File: src/rtl/alu_seq_ctrl_pkg.sv
// Shared definitions for the ALU command sequencer: ALU op codes, command and state enums.
package alu_seq_ctrl_pkg;

  // ALU operation codes. The shift ops move InputA by exactly one bit per cycle.
  localparam logic [2:0] kADD = 3'd0;
  localparam logic [2:0] kLSH = 3'd1;
  localparam logic [2:0] kRSH = 3'd2;
  localparam logic [2:0] kXOR = 3'd3;
  localparam logic [2:0] kAND = 3'd4;

  typedef enum logic [2:0] {
    CMD_ADD = 3'd0,
    CMD_XOR = 3'd1,
    CMD_AND = 3'd2,
    CMD_SHL = 3'd3,
    CMD_SHR = 3'd4,
    CMD_MUL = 3'd5
  } cmd_t;

  typedef enum logic [2:0] {
    StIdle,
    StExec,
    StShift,
    StMulAdd,
    StMulSha,
    StMulShb,
    StDone
  } ctrl_state_t;

endpackage

File: src/rtl/alu_seq_ctrl.sv
// Multi-cycle command sequencer driving an external single-cycle ALU.
// Supports ADD/XOR/AND, multi-bit shifts and an 8x8 shift-add multiply (low W bits).
module alu_seq_ctrl
  import alu_seq_ctrl_pkg::*;
#(
  parameter int unsigned W     = 8,
  parameter int unsigned CNT_W = 4
) (
  input  logic         i_clk,
  input  logic         i_reset,
  input  logic         i_start,
  input  logic [2:0]   i_cmd_op,
  input  logic [W-1:0] i_cmd_a,
  input  logic [W-1:0] i_cmd_b,
  output logic         o_busy,
  output logic         o_done,
  output logic [W-1:0] o_result,
  output logic         o_zero,
  output logic [W-1:0] o_alu_a,
  output logic [W-1:0] o_alu_b,
  output logic [2:0]   o_alu_op,
  input  logic [W-1:0] i_alu_out,
  input  logic         i_alu_zero
);

  localparam int unsigned ShamtW = $clog2(W);

  ctrl_state_t     r_state;
  cmd_t            r_op;
  logic [W-1:0]    r_acc;
  logic [W-1:0]    r_opnd;
  logic [W-1:0]    r_mcand;
  logic [CNT_W-1:0] r_cnt;
  logic [W-1:0]    r_result;
  logic            r_zero;
  logic            r_busy;
  logic            r_done;

  cmd_t            w_cmd;
  logic [W-1:0]    w_alu_a;
  logic [W-1:0]    w_alu_b;
  logic [2:0]      w_alu_op;

  assign w_cmd = cmd_t'(i_cmd_op);

  // Sequencer FSM with registered Busy/Done/Result/ZeroOut.
  always_ff @(posedge i_clk) begin
    if (i_reset) begin
      r_state  <= StIdle;
      r_op     <= CMD_ADD;
      r_acc    <= '0;
      r_opnd   <= '0;
      r_mcand  <= '0;
      r_cnt    <= '0;
      r_result <= '0;
      r_zero   <= 1'b1;
      r_busy   <= 1'b0;
      r_done   <= 1'b0;
    end else begin
      r_busy <= 1'b0;
      r_done <= 1'b0;
      unique case (r_state)
        StIdle, StDone: begin
          r_state <= StIdle;
          if (i_start) begin
            r_acc  <= i_cmd_a;
            r_opnd <= i_cmd_b;
            r_op   <= w_cmd;
            case (w_cmd)
              CMD_ADD, CMD_XOR, CMD_AND: begin
                r_state <= StExec;
                r_busy  <= 1'b1;
              end
              CMD_SHL, CMD_SHR: begin
                if (|i_cmd_b[W-1:ShamtW]) begin
                  // Shift distance >= W clears everything.
                  r_result <= '0;
                  r_zero   <= 1'b1;
                  r_state  <= StDone;
                  r_done   <= 1'b1;
                end else if (i_cmd_b[ShamtW-1:0] == '0) begin
                  r_result <= i_cmd_a;
                  r_zero   <= (i_cmd_a == '0);
                  r_state  <= StDone;
                  r_done   <= 1'b1;
                end else begin
                  r_cnt   <= CNT_W'(i_cmd_b[ShamtW-1:0]);
                  r_state <= StShift;
                  r_busy  <= 1'b1;
                end
              end
              CMD_MUL: begin
                r_acc   <= '0;
                r_mcand <= i_cmd_a;
                r_cnt   <= CNT_W'(W);
                r_state <= StMulAdd;
                r_busy  <= 1'b1;
              end
              default: begin
                r_result <= '0;
                r_zero   <= 1'b1;
                r_state  <= StDone;
                r_done   <= 1'b1;
              end
            endcase
          end
        end
        StExec: begin
          r_result <= i_alu_out;
          r_zero   <= (i_alu_out == '0);
          r_state  <= StDone;
          r_done   <= 1'b1;
        end
        StShift: begin
          r_acc <= i_alu_out;
          r_cnt <= r_cnt - 1'b1;
          if (r_cnt == CNT_W'(1)) begin
            r_result <= i_alu_out;
            r_zero   <= (i_alu_out == '0);
            r_state  <= StDone;
            r_done   <= 1'b1;
          end else begin
            r_busy <= 1'b1;
          end
        end
        StMulAdd: begin
          if (r_opnd[0]) r_acc <= i_alu_out;
          r_state <= StMulSha;
          r_busy  <= 1'b1;
        end
        StMulSha: begin
          r_mcand <= i_alu_out;
          r_state <= StMulShb;
          r_busy  <= 1'b1;
        end
        StMulShb: begin
          r_opnd <= i_alu_out;
          r_cnt  <= r_cnt - 1'b1;
          // Exit early once no multiplier bits remain.
          if (i_alu_zero || (r_cnt == CNT_W'(1))) begin
            r_result <= r_acc;
            r_zero   <= (r_acc == '0);
            r_state  <= StDone;
            r_done   <= 1'b1;
          end else begin
            r_state <= StMulAdd;
            r_busy  <= 1'b1;
          end
        end
        default: r_state <= StIdle;
      endcase
    end
  end

  // ALU drive decoded from the current state; idle drive is 0 + 0.
  always_comb begin
    w_alu_a  = '0;
    w_alu_b  = '0;
    w_alu_op = kADD;
    case (r_state)
      StExec: begin
        w_alu_a = r_acc;
        w_alu_b = r_opnd;
        case (r_op)
          CMD_XOR: w_alu_op = kXOR;
          CMD_AND: w_alu_op = kAND;
          default: w_alu_op = kADD;
        endcase
      end
      StShift: begin
        w_alu_a  = r_acc;
        w_alu_op = (r_op == CMD_SHL) ? kLSH : kRSH;
      end
      StMulAdd: begin
        if (r_opnd[0]) begin
          w_alu_a = r_acc;
          w_alu_b = r_mcand;
        end
      end
      StMulSha: begin
        w_alu_a  = r_mcand;
        w_alu_op = kLSH;
      end
      StMulShb: begin
        w_alu_a  = r_opnd;
        w_alu_op = kRSH;
      end
      default: ;
    endcase
  end

  assign o_busy   = r_busy;
  assign o_done   = r_done;
  assign o_result = r_result;
  assign o_zero   = r_zero;
  assign o_alu_a  = w_alu_a;
  assign o_alu_b  = w_alu_b;
  assign o_alu_op = w_alu_op;

endmodule

File: config.mk
export PLATFORM = sky130hd
export DESIGN_NAME = alu_seq_ctrl
export DESIGN_NICKNAME = d
export VERILOG_FILES = /design/src/rtl/alu_seq_ctrl_pkg.sv /design/src/rtl/alu_seq_ctrl.sv
export SDC_FILE = /design/constraint.sdc
export NUM_CORES = 1
export LEC_CHECK = 0
export CELL_PAD_IN_SITES_DETAIL_PLACEMENT = 1
export CELL_PAD_IN_SITES_GLOBAL_PLACEMENT = 1
export CORE_ASPECT_RATIO = 0.7
export CORE_MARGIN = 2
export CORE_UTILIZATION = 34
export CTS_CLUSTER_SIZE = 8
export DETAILED_ROUTE_END_ITERATION = 8
export HOLD_SLACK_MARGIN = 0.03
export PLACE_DENSITY_LB_ADDON = 0.1
export SYNTH_ARGS = -nofsm -noshare
export SYNTH_HDL_FRONTEND = slang
export SYNTH_SLANG_ARGS = --single-unit
File: constraint.sdc
create_clock -name i_clk -period 1.9 [get_ports i_clk]
set_input_delay 0.475 -clock i_clk [delete_from_list [all_inputs] [get_ports i_clk]]
set_output_delay 0.475 -clock i_clk [all_outputs]
set_load 0.05 [all_outputs]
Word-level counts from Yosys, hierarchy flattened
Index checks and enable logic that the tools add are counted.
{"block": "totals", "output_inout_bits": 30, "register_bits": 45, "word_cells": 118}
{"block": "op_classes", "add_sub_neg": 1, "muxes": 56, "n_eq_ne": 25, "n_reduce_logical": 26}
{"cell": "$mux W8", "count": 13}
{"cell": "$pmux W8 S2", "count": 4}
{"cell": "$pmux W8 S4", "count": 2}
{"cell": "$logic_not A8 Y1", "count": 3}
{"cell": "$pmux W8 S3", "count": 1}
{"cell": "$eq A3 B2 Y1 const B", "count": 6}
{"cell": "$pmux W3 S6", "count": 1}
{"cell": "$pmux W4 S2", "count": 2}
{"cell": "$eq A3 B3 Y1 const B", "count": 5}
{"cell": "$mux W1", "count": 15}
{"cell": "$mux W3", "count": 5}
{"cell": "$mux W4", "count": 3}
{"cell": "$pmux W1 S4", "count": 3}
{"cell": "$pmux W3 S4", "count": 1}
{"cell": "$ne A2 B2 Y1 const B", "count": 5}
{"cell": "$reduce_or A2 Y1", "count": 5}
{"cell": "$eq A3 B1 Y1 const B", "count": 3}
{"cell": "$logic_not A3 Y1", "count": 3}
{"cell": "$pmux W3 S3", "count": 1}
{"cell": "$ne A3 B3 Y1 const B", "count": 2}
{"cell": "$pmux W1 S2", "count": 3}
{"cell": "$pmux W3 S2", "count": 1}
{"cell": "$reduce_and A3 Y1", "count": 2}
{"cell": "$reduce_and A6 Y1", "count": 1}
{"cell": "15 further kinds", "count": 18}

Logic depth before layout (Yosys ltp)
Gate-level depths: netlist of run 1.
{"block": "logic_depth", "ltp_word": 6, "depth_mapped": 9, "ltp_nobuf": 7}

Worst setup path after synthesis of run 1
Ideal clock, no wire load.
{"block": "synth_path", "path_type": "register to output", "startpoint": "register r_state[0]", "endpoint": "output o_alu_op[2]", "path_stages_with_launch": 6, "t_arrival_ns": 2.610, "t_required_ns": 1.425, "path_slack_ns": -1.185, "cell_sequence": "dfxtp_1 buf_4 nand2b_1 clkbuf_1 clkbuf_1 nor4b_1"}
{"block": "synth_via", "elab_chain_len": 2, "word_cells_on_any_way": 5, "classes_between": "eq/ne: 4; mux: 1"}
{"item": "from (decl)", "line_no": "alu_seq_ctrl.sv:28", "text": "ctrl_state_t r_state;"}
{"item": "from (signal assigned)", "line_no": "alu_seq_ctrl.sv:49", "text": "r_state <= StIdle;"}
{"item": "from (signal assigned)", "line_no": "alu_seq_ctrl.sv:64", "text": "r_state <= StIdle;"}
{"item": "from (signal assigned)", "line_no": "alu_seq_ctrl.sv:71", "text": "r_state <= StExec;"}
{"item": "$eq A3 B3 Y1, or another cell as far along", "line_no": "alu_seq_ctrl.sv:160", "text": "case (r_state)"}
{"item": "$pmux W3 S4 *", "line_no": "alu_seq_ctrl.sv:160"}
{"item": "to (decl)", "line_no": "alu_seq_ctrl.sv:21", "text": "output logic [2:0] o_alu_op,"}
Mark *: on every way between the ends. The rest lies on a longest branch, timed or not.

Worst setup path after layout of run 1
{"block": "layout_path", "startpoint": "register r_state[1]", "endpoint": "output o_alu_a[6]"}
{"block": "layout_via", "elab_chain_len": 3, "word_cells_on_any_way": 7, "classes_between": "eq/ne: 5; mux: 1; reduce/logical: 1"}
{"item": "$eq A3 B1 Y1 / $eq A3 B2 Y1 (equally long branches)", "line_no": "alu_seq_ctrl.sv:160"}
{"item": "$reduce_or A2 Y1 (no source line)"}
{"item": "$pmux W8 S4 *", "line_no": "alu_seq_ctrl.sv:160"}
{"item": "to (decl)", "line_no": "alu_seq_ctrl.sv:19", "text": "output logic [W-1:0] o_alu_a,"}
Marks and branches as above.

==> metrics.cfg, run 1 <==
[timing]
timing.fmax_mhz = 441.6
setup_violations = 38
grt_setup_unrepaired = true
relSlewSlack_pct = 69.79
drv_slew = 0
fin_crit_sh_pct = 119.2
worst_clock_skew_ns = 0.006229
final_hold_slack_ns = 0.5146
setup-tns-final_ns = -5.020
layout_min_cycle_time_ns = 2.264
finalWorstSetupSlack_ns = -0.3643
report.final.hold_viol_count = 0
worst_pin_slew_ns = 0.4531

[global_routing]
grt_antenna_before_repair = 0
total_grt_overflow = 0
vias_in_the_first_global_route = 3668
groute.usage.overall_pct = 28.61
pin_count_of_the_biggest_net_entering_global_routing = 45
global_route_wire_length_before_repair_um = 20670

[setup_path]
timing.critical_path.from_type = flop
worstSetupPathType = flop to primary output
critical_path_peak_fanout = 10
rr_worst_depth = 7
critPathRequiredTime_ns = 1.42
cp_data_arrival_time_ns = 1.79
timing_startpoint_of_the_critical_path = r_state[1]$_SDFFE_PP0N_
rrSetupSlack_ns = -0.30
endpoint = o_alu_a[6]
critical_path.reg2reg.endpoint = r_cnt[2]$_SDFFE_PP0P_
worst_setup_path_end_kind = primary output
r2r_start = r_state[1]$_SDFFE_PP0N_

[placement]
postPlaceCellArea_um2 = 4358
post-dp-hpwl_um = 9140
pre_cts_slack_ns = -0.8009
gpl.final_weighted_congestion = 0.9200
io_buffers = 60
placed_instances = 581

[floorplanning]
initial_utilization_pct = 34.88
die_h_um = 81.71
rows = 28
die_w_um = 115.0
placeableCoreArea_um2 = 8408
die_area_um2 = 9396
ioPinCount = 61

[routing]
final_antenna_net_count = 0
first_pass_iters = 7
detailroute.via_count = 3730
drc_errors_left = 0
initial_drc_count = 365
wl_um = 14150
vias_per_cell = 6.095
post_drt_wl_per_cell_um = 23.11

[clock_network]
total_cts_buffers = 5
clock_insertion_delay_worst_skew_ns = 0.29
hold_fix_buffers_at_cts = 0
number_of_levels_the_h_tree_was_split_into = 2
path_clk_slew_ns = 0.07
root_buffer_master = clkbuf_16
cts.path.max_buffers = 2
cts_sinks = 45
cts_tree = built

[logic_synthesis]
synth_seq_cells = 45
synth-edff-count = 0
synth_compound_gate_area_share_pct = 26.79
synth_simple_gate_area_share_pct = 25.47
yosys.area_share.xor_xnor_pct = 0.2986
yosys.area_share.adder_pct = 0.8532
yosys.cell_types.count = 60
asyncSetResetFlopFracSynth_pct = 0
synth.mux.area_fraction_pct = 7.850
synth_cells = 369
syn-mean-instance-area_um2 = 7.948
mappedNetlistNets = 402
seq_area_frac_synth_pct = 30.72
synth.cells.most_frequent = dfxtp_1 (45), nor2_1 (43), nor3_1 (29)
yosysWarnings = 0
synthesis.area_um2 = 2933
synth_top_area_cell = dfxtp_1
synth_most_common_cell = dfxtp_1
combinational_family_with_the_most_area_after_synthesis = compound AO/OA/AOI/OAI gates
synthTopCellsByArea = dfxtp_1 (31%), mux2i_1 (7.8%), nor2_1 (5.5%)
synth_top_cell_area_share_pct = 30.72
synth_flop_cell = dfxtp_1

[layout]
area_delta_synth_final_pct = 78.28
antenna_cells = 0
final-instance-count-excl-fill = 612
drive_gt1_share_pct = 47.53
filler_cell_count = 930
design.final.nets = 539
design_area_um2 = 5229

[min_path]
min_path_type = flop to flop
min-delay-start = o_result[7]$_SDFFE_PP0P_

[power]
cellLeakagePower_uw = 0.002020
peakVddDrop_mv = 1.004
pwr_density_cell_nw_per_um2 = 1820

[status]
run_status = finished with violations
failed_checks = setup timing

[flow_run]
drv_cap = 0

## worst max-delay path, cell delays in order (launching register included)
cell	delay [ns]
dfxtp_4	0.40
buf_6	0.18
nor3_4	0.07
buf_4	0.15
a222oi_1	0.45
inv_2	0.09
buf_12	0.16
## flip-flops by register name, summed over array words and instances (netlist names)
register and count:
o_done 1, r_cnt 4, r_op 3, r_state 3
r_acc 8, o_zero 1, r_opnd 8, o_busy 1
o_result 8, r_mcand 8
## cell type report
class / count / area [um2] / area share (%)
Inverter: 16 / 66.31 / 1.268
Clock inverter: 3 / 68.82 / 1.316
Tap cell: 105 / 131.4 / 2.513
Timing Repair Buffer: 160 / 1565 / 29.94
Clock buffer: 5 / 125.1 / 2.393
Sequential cell: 45 / 912.1 / 17.44
Multi-Input combinational cell: 278 / 2360 / 45.13
## worst min-delay path by stage
stage,end,slack [ns],cells past startpoint
4_1_cts,r_cnt[3]$_SDFFE_PP0P_,0.52,2
5_1_grt,o_result[7]$_SDFFE_PP0P_,0.54,2
3_5_place_dp,r_mcand[5]$_SDFFE_PP0P_,0.51,2
3_3_place_gp,o_result[2]$_SDFFE_PP0P_,0.51,2
6_report,o_result[7]$_SDFFE_PP0P_,0.51,2
2_1_floorplan,r_cnt[3]$_SDFFE_PP0P_,0.47,2
## cells by family (layout without fill, tap and decap cells)
logic type / count (synthesis) / count (layout)
DFF: 45 / 45
AOI/OAI and AO/OA: 105 / 106
buffers and inverters: 48 / 184
adders and majority gates: 2 / 2
muxes: 23 / 23
and+or+nand+nor: 145 / 146
xor gates and xnor gates: 1 / 1
## repair_timing
item	4_1_cts	5_1_grt
hold endpoints to repair	0	0
endpoints found under the setup margin	58	55
gates resized for setup	86	64
buffers inserted	13	9
cloned	3	1
pin swaps	24	22
## cell usage in the layout (no fill, tap or decap), drive strengths merged, types with 6 or more instances in the layout
cell	synthesis	final
buf	18	134
dfxtp	45	45
nor2	43	43
nor3	32	32
mux2i	23	23
clkdlybuf4s50	0	21
a21oi	21	21
nand2	19	19
nand3	17	17
a211oi	17	17
o21ai	16	16
inv	15	16
a222oi	15	15
a32oi	8	8
clkbuf	14	7
nor4	6	6
## report_power, final
part           leakage (uW)  internal [uW]  switching (uW)
logic               0.00155           2890            3610
registers          0.000372           1360             508
clock network     0.0000944            759             392
total               0.00202           5010            4510
## metrics by stage
stage | util (%) | total power, uW
floorplan | - | 4914
global placement | 51.83 | 6685
detailed placement | 51.83 | 6849
CTS | 58.68 | 8743
global route | 62.19 | 9952
finish | 62.19 | 9515
## layer usage
metal | vias to the layer above | part of all wire [%] | global-route usage, %
li1 | 1682 | - | -
met1 | 1834 | 44 | 39.41
met2 | 175 | 47 | 47.29
met3 | 39 | 6.7 | 5.018
met4 | 0 | 2.0 | 6.145
met5 | - | 0 | 0
No activity file was read; power rests on OpenSTA's default activity.
==> inputs of run 2 (changes only) <==
CAP_MARGIN = 20   (was default)
CTS_CLUSTER_SIZE = 24   (was 8)
==> results of run 2 <==
The final DEF is identical to that of run 1; final timing and power are the same.
